### src/rtl/multichannel_fir_filter.sv
`default_nettype none
// ============================================================================
// Module   : multichannel_fir_filter
// Purpose  : Time-multiplexed multi-channel FIR. A single shared MAC walks
//            every tap of every channel (channel-major order), then emits one
//            rounded, saturated output frame. The coefficient bank is double
//            buffered: writes land in a shadow bank, and a commit copies it to
//            the active bank only while idle.
// Revision : 1.0 - initial release
// ============================================================================
module multichannel_fir_filter #(
    parameter int NUM_CH    = 2,
    parameter int DATA_W    = 16,
    parameter int COEF_W    = 16,
    parameter int NUM_TAPS  = 24,
    parameter int ACC_W     = 40,
    parameter int OUT_SHIFT = 15
) (
    input  logic                        sample_clk,
    input  logic                        rst,
    input  logic                        in_valid,
    output logic                        in_ready,
    input  logic [NUM_CH*DATA_W-1:0]    in_data,
    output logic                        out_valid,
    output logic [NUM_CH*DATA_W-1:0]    out_data,
    input  logic                        coef_we,
    input  logic [$clog2(NUM_TAPS)-1:0] coef_addr,
    input  logic [COEF_W-1:0]           coef_wdata,
    input  logic                        coef_commit,
    output logic                        commit_pending
);

    localparam int c_TAP_W  = $clog2(NUM_TAPS);
    localparam int c_CH_W   = (NUM_CH > 1) ? $clog2(NUM_CH) : 1;
    localparam int c_PROD_W = DATA_W + COEF_W;

    localparam logic [c_TAP_W-1:0] c_LAST_TAP = c_TAP_W'(NUM_TAPS - 1);
    localparam logic [c_CH_W-1:0]  c_LAST_CH  = c_CH_W'(NUM_CH - 1);
    localparam logic [c_TAP_W:0]   c_NUM_TAPS = (c_TAP_W + 1)'(NUM_TAPS);

    // Rounding constant is half an output LSB; it vanishes when no shift is applied.
    localparam logic signed [ACC_W:0] c_RND =
        (OUT_SHIFT > 0) ? ((ACC_W + 1)'(1) << ((OUT_SHIFT > 0) ? (OUT_SHIFT - 1) : 0)) : '0;

    // Output clamp limits, in both the wide and the output domain.
    localparam logic signed [ACC_W:0]    c_MAX_W    = {{(ACC_W + 2 - DATA_W){1'b0}}, {(DATA_W - 1){1'b1}}};
    localparam logic signed [ACC_W:0]    c_MIN_W    = {{(ACC_W + 2 - DATA_W){1'b1}}, {(DATA_W - 1){1'b0}}};
    localparam logic signed [DATA_W-1:0] c_SAT_HI   = {1'b0, {(DATA_W - 1){1'b1}}};
    localparam logic signed [DATA_W-1:0] c_SAT_LO   = {1'b1, {(DATA_W - 1){1'b0}}};

    typedef enum logic [0:0] {
        IDLE = 1'b0,
        MAC  = 1'b1
    } state_t;

    state_t r_state;
    state_t w_state_next;

    logic signed [DATA_W-1:0]   r_x        [NUM_CH][NUM_TAPS];
    logic signed [COEF_W-1:0]   r_coef_shd [NUM_TAPS];
    logic signed [COEF_W-1:0]   r_coef_act [NUM_TAPS];
    logic signed [ACC_W-1:0]    r_acc;
    logic [c_CH_W-1:0]          r_ch;
    logic [c_TAP_W-1:0]         r_tap;
    logic                       r_out_valid;
    logic [NUM_CH*DATA_W-1:0]   r_out_data;
    logic                       r_commit_pending;

    logic                       w_accept;
    logic                       w_last_tap;
    logic                       w_last_ch;
    logic                       w_do_copy;
    logic signed [c_PROD_W-1:0] w_prod;
    logic signed [ACC_W-1:0]    w_sum;
    logic signed [ACC_W:0]      w_rnd;
    logic signed [ACC_W:0]      w_shift;
    logic signed [DATA_W-1:0]   w_sat;

    assign in_ready       = (r_state == IDLE);
    assign out_valid      = r_out_valid;
    assign out_data       = r_out_data;
    assign commit_pending = r_commit_pending;

    assign w_accept   = (r_state == IDLE) && in_valid;
    assign w_last_tap = (r_tap == c_LAST_TAP);
    assign w_last_ch  = (r_ch == c_LAST_CH);
    // A commit on this very edge counts as pending, so an idle commit applies at once.
    assign w_do_copy  = (r_state == IDLE) && (r_commit_pending || coef_commit);

    // Full-precision product, sign-extended into the accumulator width.
    assign w_prod  = r_coef_act[r_tap] * r_x[r_ch][r_tap];
    assign w_sum   = r_acc + {{(ACC_W - c_PROD_W){w_prod[c_PROD_W-1]}}, w_prod};
    // One guard bit keeps the rounding add from wrapping near full scale.
    assign w_rnd   = {w_sum[ACC_W-1], w_sum} + c_RND;
    assign w_shift = w_rnd >>> OUT_SHIFT;
    assign w_sat   = (w_shift > c_MAX_W) ? c_SAT_HI :
                     (w_shift < c_MIN_W) ? c_SAT_LO : w_shift[DATA_W-1:0];

    // State register.
    always_ff @(posedge sample_clk) begin
        if (rst) begin
            r_state <= IDLE;
        end else begin
            r_state <= w_state_next;
        end
    end

    // Next-state logic: one frame in, exactly NUM_CH*NUM_TAPS MAC edges, back to idle.
    always_comb begin
        w_state_next = r_state;
        case (r_state)
            IDLE:    if (in_valid) w_state_next = MAC;
            MAC:     if (w_last_tap && w_last_ch) w_state_next = IDLE;
            default: w_state_next = IDLE;
        endcase
    end

    // Shadow writes at any time; shadow-to-active copy only while idle.
    always_ff @(posedge sample_clk) begin
        if (rst) begin
            for (int t = 0; t < NUM_TAPS; t++) begin
                r_coef_shd[t] <= '0;
                r_coef_act[t] <= '0;
            end
            r_commit_pending <= 1'b0;
        end else begin
            if (coef_we && ({1'b0, coef_addr} < c_NUM_TAPS)) begin
                r_coef_shd[coef_addr] <= coef_wdata;
            end
            if (w_do_copy) begin
                r_coef_act       <= r_coef_shd;
                r_commit_pending <= 1'b0;
            end else if (coef_commit) begin
                r_commit_pending <= 1'b1;
            end
        end
    end

    // Per-channel delay lines advance once per accepted frame.
    always_ff @(posedge sample_clk) begin
        if (rst) begin
            for (int c = 0; c < NUM_CH; c++) begin
                for (int t = 0; t < NUM_TAPS; t++) begin
                    r_x[c][t] <= '0;
                end
            end
        end else if (w_accept) begin
            for (int c = 0; c < NUM_CH; c++) begin
                for (int t = NUM_TAPS - 1; t > 0; t--) begin
                    r_x[c][t] <= r_x[c][t-1];
                end
                r_x[c][0] <= in_data[c*DATA_W +: DATA_W];
            end
        end
    end

    // MAC sequencing: accumulate per tap, retire each channel on its last tap.
    always_ff @(posedge sample_clk) begin
        if (rst) begin
            r_acc       <= '0;
            r_ch        <= '0;
            r_tap       <= '0;
            r_out_valid <= 1'b0;
            r_out_data  <= '0;
        end else begin
            r_out_valid <= 1'b0;
            if (w_accept) begin
                r_acc <= '0;
                r_ch  <= '0;
                r_tap <= '0;
            end else if (r_state == MAC) begin
                if (w_last_tap) begin
                    for (int c = 0; c < NUM_CH; c++) begin
                        if (r_ch == c_CH_W'(c)) begin
                            r_out_data[c*DATA_W +: DATA_W] <= w_sat;
                        end
                    end
                    r_acc <= '0;
                    r_tap <= '0;
                    if (w_last_ch) begin
                        r_out_valid <= 1'b1;
                    end else begin
                        r_ch <= r_ch + c_CH_W'(1);
                    end
                end else begin
                    r_acc <= w_sum;
                    r_tap <= r_tap + c_TAP_W'(1);
                end
            end
        end
    end

endmodule
`default_nettype wire
### config.mk
export PLATFORM = sky130hd
export DESIGN_NAME = multichannel_fir_filter
export DESIGN_NICKNAME = d
export VERILOG_FILES = /design/src/rtl/multichannel_fir_filter.sv
export SDC_FILE = /design/constraint.sdc
export NUM_CORES = 2
export LEC_CHECK = 0
export CORE_MARGIN = 2
export CORE_UTILIZATION = 54
export CTS_BUF_LIST = sky130_fd_sc_hd__clkbuf_4
export CTS_CLUSTER_DIAMETER = 120
export DETAILED_ROUTE_END_ITERATION = 8
export PLACE_DENSITY_LB_ADDON = 0.2
export SKIP_CTS_REPAIR_TIMING = 1
export SLEW_MARGIN = 5
export SYNTH_ARGS = -nofsm -noshare
export SYNTH_HDL_FRONTEND = slang
export SYNTH_SLANG_ARGS = --single-unit
export TNS_END_PERCENT = 1
### constraint.sdc
create_clock -name sample_clk -period 51.2 [get_ports sample_clk]
set_input_delay 5.12 -clock sample_clk [delete_from_list [all_inputs] [get_ports sample_clk]]
set_output_delay 5.12 -clock sample_clk [all_outputs]
set_load 0.05 [all_outputs]
# [Word-level counts from Yosys, hierarchy flattened]
# Memory sizes are Yosys's and may differ from the RTL's. A register that Yosys moved wholly into a read port is not among the register bits.
# Index checks and enable logic that the tools add are counted.
[totals] wordCells=208 out_inout_bits=35 romBits=0 in_bits=58 register_bits=849 latchBits=0 ram_bits=768 memories=1
[op_classes] n_reduce_logical=12 shifts=0 n_bitwise=54 muxes=73 magnitude_cmp=6 n_div=0 multipliers=1 n_eq_ne=1 n_addsub=4
[mem_list] name="r_x" words=2 width=384 rd=3 rd_clocked_by_memory_dff=1 write_ports=2 line_no="59" rtl="logic signed [DATA_W-1:0] r_x [NUM_CH][NUM_TAPS];"
[op_table] operator="two-way mux 16 bit" count=55
[op_table] operator="bitwise mux 384 bit" count=1
[op_table] operator="binary-select mux 16 bit (select 5 bit)" count=2
[op_table] operator="demux 16 bit (select 5 bit)" count=1
[op_table] operator="bitwise OR 1 bit" count=48
[op_table] operator="adder 40 x 16 -> 41 bit (second input constant)" count=1
[op_table] operator="adder 40 bit" count=1
[op_table] operator="two-way mux 40 bit" count=1
[op_table] operator="multiplier 16 x 16 -> 32 bit" count=1
[op_table] operator="greater-than comparator 26 x 16 -> 1 bit (second input constant)" count=1
[op_table] operator="less-than comparator 26 x 16 -> 1 bit (second input constant)" count=1
[op_table] operator=">= comparator 6 bit (second input constant)" count=2
[op_table] operator="inverter 5 -> 6 bit" count=2
[op_table] operator="two-way mux 1 bit" count=11
[op_table] operator="AND reduction 4 bit" count=2
[op_table] operator="less-than comparator 6 x 1 -> 1 bit (second input constant)" count=1
[op_table] operator="adder 5 x 1 -> 5 bit (second input constant)" count=1
[op_table] operator="== test 5 bit (second input constant)" count=1
[op_table] operator="logical AND 1 bit" count=5
[op_table] operator="less-than comparator 5 bit (second input constant)" count=1
[op_table] operator="two-way mux 5 bit" count=1
[op_table] operator="inverter 1 bit" count=4
[op_table] operator="OR reduction 2 bit" count=2
[op_table] operator="OR reduction 4 bit" count=1
[op_table] operator="4 further kinds" count=4

# [Logic depth before layout (Yosys ltp)]
[depth] ltp_word=10 depth_mapped=49 depth_no_buf=44

# [Worst setup path before layout]
# OpenSTA, ideal clock, no wires.
[synth_path] path_kind="input-to-reg" startpoint="in rst" endpoint="mem r_x[0][0] (netlist bit) (enable)" setup_time_ns=1.414 stages=4 required_time_ns=49.786 arrival_time_ns=25.962 path_buffers=2 setup_slack_ns=23.824 cell_sequence="clkbuf_1 > a21oi_1 > inv_1 > clkbuf_1"
[synth_lines] item="start: declaration" line_no="20" rtl="input logic rst,"
[synth_lines] item="end: declaration" line_no="59"

# [Final worst setup path]
[layout_path] startpoint="reg r_tap[0]" endpoint="reg r_out_data[21] (netlist: out_data[21])"
[layout_via] elab_chain_cells=10 word_cells_on_any_way=16 classes_between="2 x add/sub; 1 x mul; 2 x order compare; 1 x eq/ne; 8 x mux; 1 x bitwise; 1 x reduce/logical"
[layout_rtl] item="start: declaration" line_no="64" rtl="logic [c_TAP_W-1:0] r_tap;"
[layout_rtl] item="start signal: assignment" line_no="187" rtl="r_tap <= r_tap + c_TAP_W'(1);"
[layout_rtl] item="inverter 5 -> 6 bit (not written as such)" line_no="91" rtl="assign w_prod = r_coef_act[r_tap] * r_x[r_ch][r_tap];"
[layout_rtl] item="binary-select mux 16 bit (select 5 bit)" line_no="91"
[layout_rtl] item="two-way mux 16 bit (not written as such) (2 in series)" line_no="91"
[layout_rtl] item="multiplier 16 x 16 -> 32 bit" line_no="91"
[layout_rtl] item="adder 40 bit" line_no="92" rtl="assign w_sum = r_acc + {{(ACC_W - c_PROD_W){w_prod[c_PROD_W-1]}}, w_prod};"
[layout_rtl] item="adder 40 x 16 -> 41 bit" line_no="94" rtl="assign w_rnd = {w_sum[ACC_W-1], w_sum} + c_RND;"
[layout_rtl] item="less-than comparator 26 x 16 -> 1 bit" line_no="97" rtl="(w_shift < c_MIN_W) ? c_SAT_LO : w_shift[DATA_W-1:0];"
[layout_rtl] item="two-way mux 16 bit" line_no="97"
[layout_rtl] item="two-way mux 16 bit" line_no="96" rtl="assign w_sat = (w_shift > c_MAX_W) ? c_SAT_HI :"
[layout_rtl] item="end signal: indexed assignment" line_no="175" rtl="r_out_data[c*DATA_W +: DATA_W] <= w_sat;"
[layout_rtl] item="end: declaration" line_no="66" rtl="logic [NUM_CH*DATA_W-1:0] r_out_data;"
# Several ways; a longest one is shown, not always the timed one. The select of a mux whose other input is x is not followed.
# A chain may end at the register's enable or synchronous reset.

==> reports/results.ini <==
[critical_path]
critPathMaxFanout=59
r2r_slack_ns=36.16
worst_r2r_endpoint=out_data[21]$_SDFFE_PP0P_
rr_worst_depth=45
crit_start=r_tap[0]$_SDFFE_PP0P_
slowest_delay_ns=0.79
end_kind=register
endpoint=out_data[21]$_SDFFE_PP0P_
critPathKind=register to register
worst_ep_arrival_time_ns=16.24
critical-path-slowest-cell=buf_4
reg2reg_from=r_tap[0]$_SDFFE_PP0P_
startpoint_type=register
cp.required_ns=52.40

[drt]
vias=55660
drc=0
viasPerCell=5.676
drt-total-wl_mm=194.7
ant_nets=0
wl_per_cell_um=19.85
drtIter0Drc=5235
drtPass1Iterations=6

[logic_synthesis]
synth_cell_types=83
async_reset_ff_share_pct=0
synth_area_leader_cell=edfxtp_1
yosys_register_bits=1618
synth_ff_type=dfxtp_1
netlist_instances=7458
ys_seq_area_share_pct=50.37
synthTopCellsByArea=edfxtp_1 28%, dfxtp_1 22%, mux4_2 10%, nand2_1 8.1%, fa_1 6.6%
avgSynthCellArea_um2=10.63
syn_nets=7902
synth_area_um2=79240
synth_edf_count=752
synthesis.yosys.warnings=0
synth_top_area_share_pct=28.50

[global_route]
grt_max_degree=320
gr-usage-all-layers_pct=25.89
antenna_found_initial=10
grt_pass1_wl_mm=307.6
grt_pass1_vias=54710
grt-ovfl-total=0

[cts]
clockBufferDepth=4
clk_pin_slew_ns=0.07
cts_buffers=432
clk_latency_ns=1.37
cts_tree=built
htree_levels=5
cts_root_buf=clkbuf_4
cts.sinks=1618

[final_layout]
fin_util_pct=59.65
syn_to_final_growth_pct=9.706
final_common_cell=nand2_1
fin_nets=8028
n_fill_cell=12210
final_cell_mix=1,711 x nand2_1, 874 x a21oi_1, 861 x dfxtp_1
final_layout_size_suffix_gt1_share_pct=15.42

[worst_hold_path]
hold_class=register to register
hp-start=r_coef_shd[148]$_SDFFE_PP0P_

[outcome]
status=finished clean

[timing]
rsz0062_at_grt=false
fmax_mhz=66.49
finalClockSkew_ns=0.1332
setup_violations=0
slew_headroom_pct=13.54
slew_violations=0
worst_pin_slew_ns=1.296
finalSetupTns_ns=0
min_period_over_period_pct=29.38
final-hold-violation-count=0
setup_ws_ns=36.16
fin_crit_ns=15.04

[placed_design]
dp_slack_ns=36.19
dp_hpwl_mm=119.6
io_buffer_count=92
place.gp.congestion=0.9343

[pwr]
peakVddDrop_v=0.00001650
p_leak_nw=31.96
powerDensity_nw_per_um2=31.76

[die]
io_pins=93
initial_core_util_pct=54.37
die_area_um2=149800
num_rows=140
coreArea_um2=145700
die_w_um=387.1
die_y_um=387.1

[job]
drv_cap=0

-- stage by stage --
stage               hold WS [ns]  power (mW)  area [µm²]  instances
floorplan                 0.4321       1.643       79240       7458
global placement          0.4351       1.679       81640       9067
detailed placement        0.4414       1.682       81640       9067
CTS                       0.3616       2.788       86910       9798
global route              0.3773       2.883       86930       9804
finish                    0.3750       2.761       86930       9806
-- worst max-delay path: cells and delay by family, from the launching register on --
kind | cells | cell delay (ns)
AO/OA/AOI/OAI | 16 | 4.61
multiplexers | 3 | 1.07
flip-flops | 1 | 0.75
XOR/XNOR | 1 | 0.09
AND/OR/NAND/NOR | 9 | 1.67
adder cells (fa/ha/maj) | 8 | 3.84
buffers and inverters | 8 | 2.78
-- sequential cells by signal, indices dropped and copies added, names as in the netlist, named ones only --
signal / count
r_x: 768
r_state: 1
r_tap: 5
r_acc: 40
out_valid: 1
r_coef_act: 384
r_coef_shd: 384
commit_pending: 1
out_data: 32
r_ch: 1
-- report_power, final --
| group | switching [mW] | total [mW] | leakage, nW | internal (mW) |
|---|---|---|---|---|
| Combinational | 0.153 | 0.232 | 13.6 | 0.0784 |
| Clock | 0.518 | 1.10 | 3.19 | 0.586 |
| Sequential | 0.0233 | 1.43 | 15.1 | 1.40 |
| Total | 0.694 | 2.76 | 32.0 | 2.07 |
-- synth_stat cells (all sizes together), types with 5 or more instances --
library cell	n
buf	61
and2	768
o211ai	16
nand2	1711
a22oi	34
mux4	352
a21oi	875
inv	323
a21o	28
a211oi	10
and4	12
nor4	6
nand3	25
xor2	20
nor2b	9
o21bai	7
clkbuf	439
a311oi	26
nand3b	5
nand4	10
ha	123
mux2i	36
o21ai	57
o21a	17
o31ai	6
dfxtp	866
and3	19
a21boi	5
a22o	16
nor3	30
or2	15
xnor2	53
a2111oi	6
nor2	329
nand2b	40
fa	263
edfxtp	752
nor3b	12
a31oi	9
or3	12
a41oi	5
-- cells by family after synthesis --
group | share of synthesized area [%]
flops | 50.37
buf+inv | 3.962
fa+ha+maj | 8.586
xor+xnor | 0.8353
simple gates | 17.41
mux | 10.50
compound gates | 8.334
-- per-layer routing --
| layer | vias up | global-route usage (%) | part of all wire [%] | routed length, µm |
|---|---|---|---|---|
| met5 | - | 0 | 0.028 | 54 |
| met1 | 27600 | 37.10 | 44 | 85740 |
| li1 | 25880 | - | - | - |
| met2 | 1852 | 39.91 | 46 | 89980 |
| met4 | 8 | 8.409 | 2.4 | 4654 |
| met3 | 319 | 4.985 | 7.3 | 14230 |
-- cell type report --
type | instances | area (µm²) | area share (%)
clock buffer | 648 | 4865 | 5.596
sequential | 1618 | 39930 | 45.94
timing repair buffer | 192 | 1789 | 2.058
inverter | 324 | 1224 | 1.408
tap | 1917 | 2399 | 2.759
clock inverter | 83 | 414.1 | 0.4764
antenna | 8 | 20.02 | 0.02303
multi-input combinational | 5016 | 36290 | 41.74
-- worst min path at each step --
stage	slack (ns)	cells past startpoint	endpoint
after floorplan	0.43	2	r_coef_act[0]$_SDFFE_PP0P_
after global placement	0.44	2	r_coef_act[74]$_SDFFE_PP0P_
after detailed placement	0.44	2	r_coef_act[15]$_SDFFE_PP0P_
after CTS	0.36	2	r_coef_act[148]$_SDFFE_PP0P_
after global routing	0.38	2	r_coef_act[28]$_SDFFE_PP0P_
final	0.38	2	r_coef_act[148]$_SDFFE_PP0P_
No activity file was read; power rests on OpenSTA's default activity.
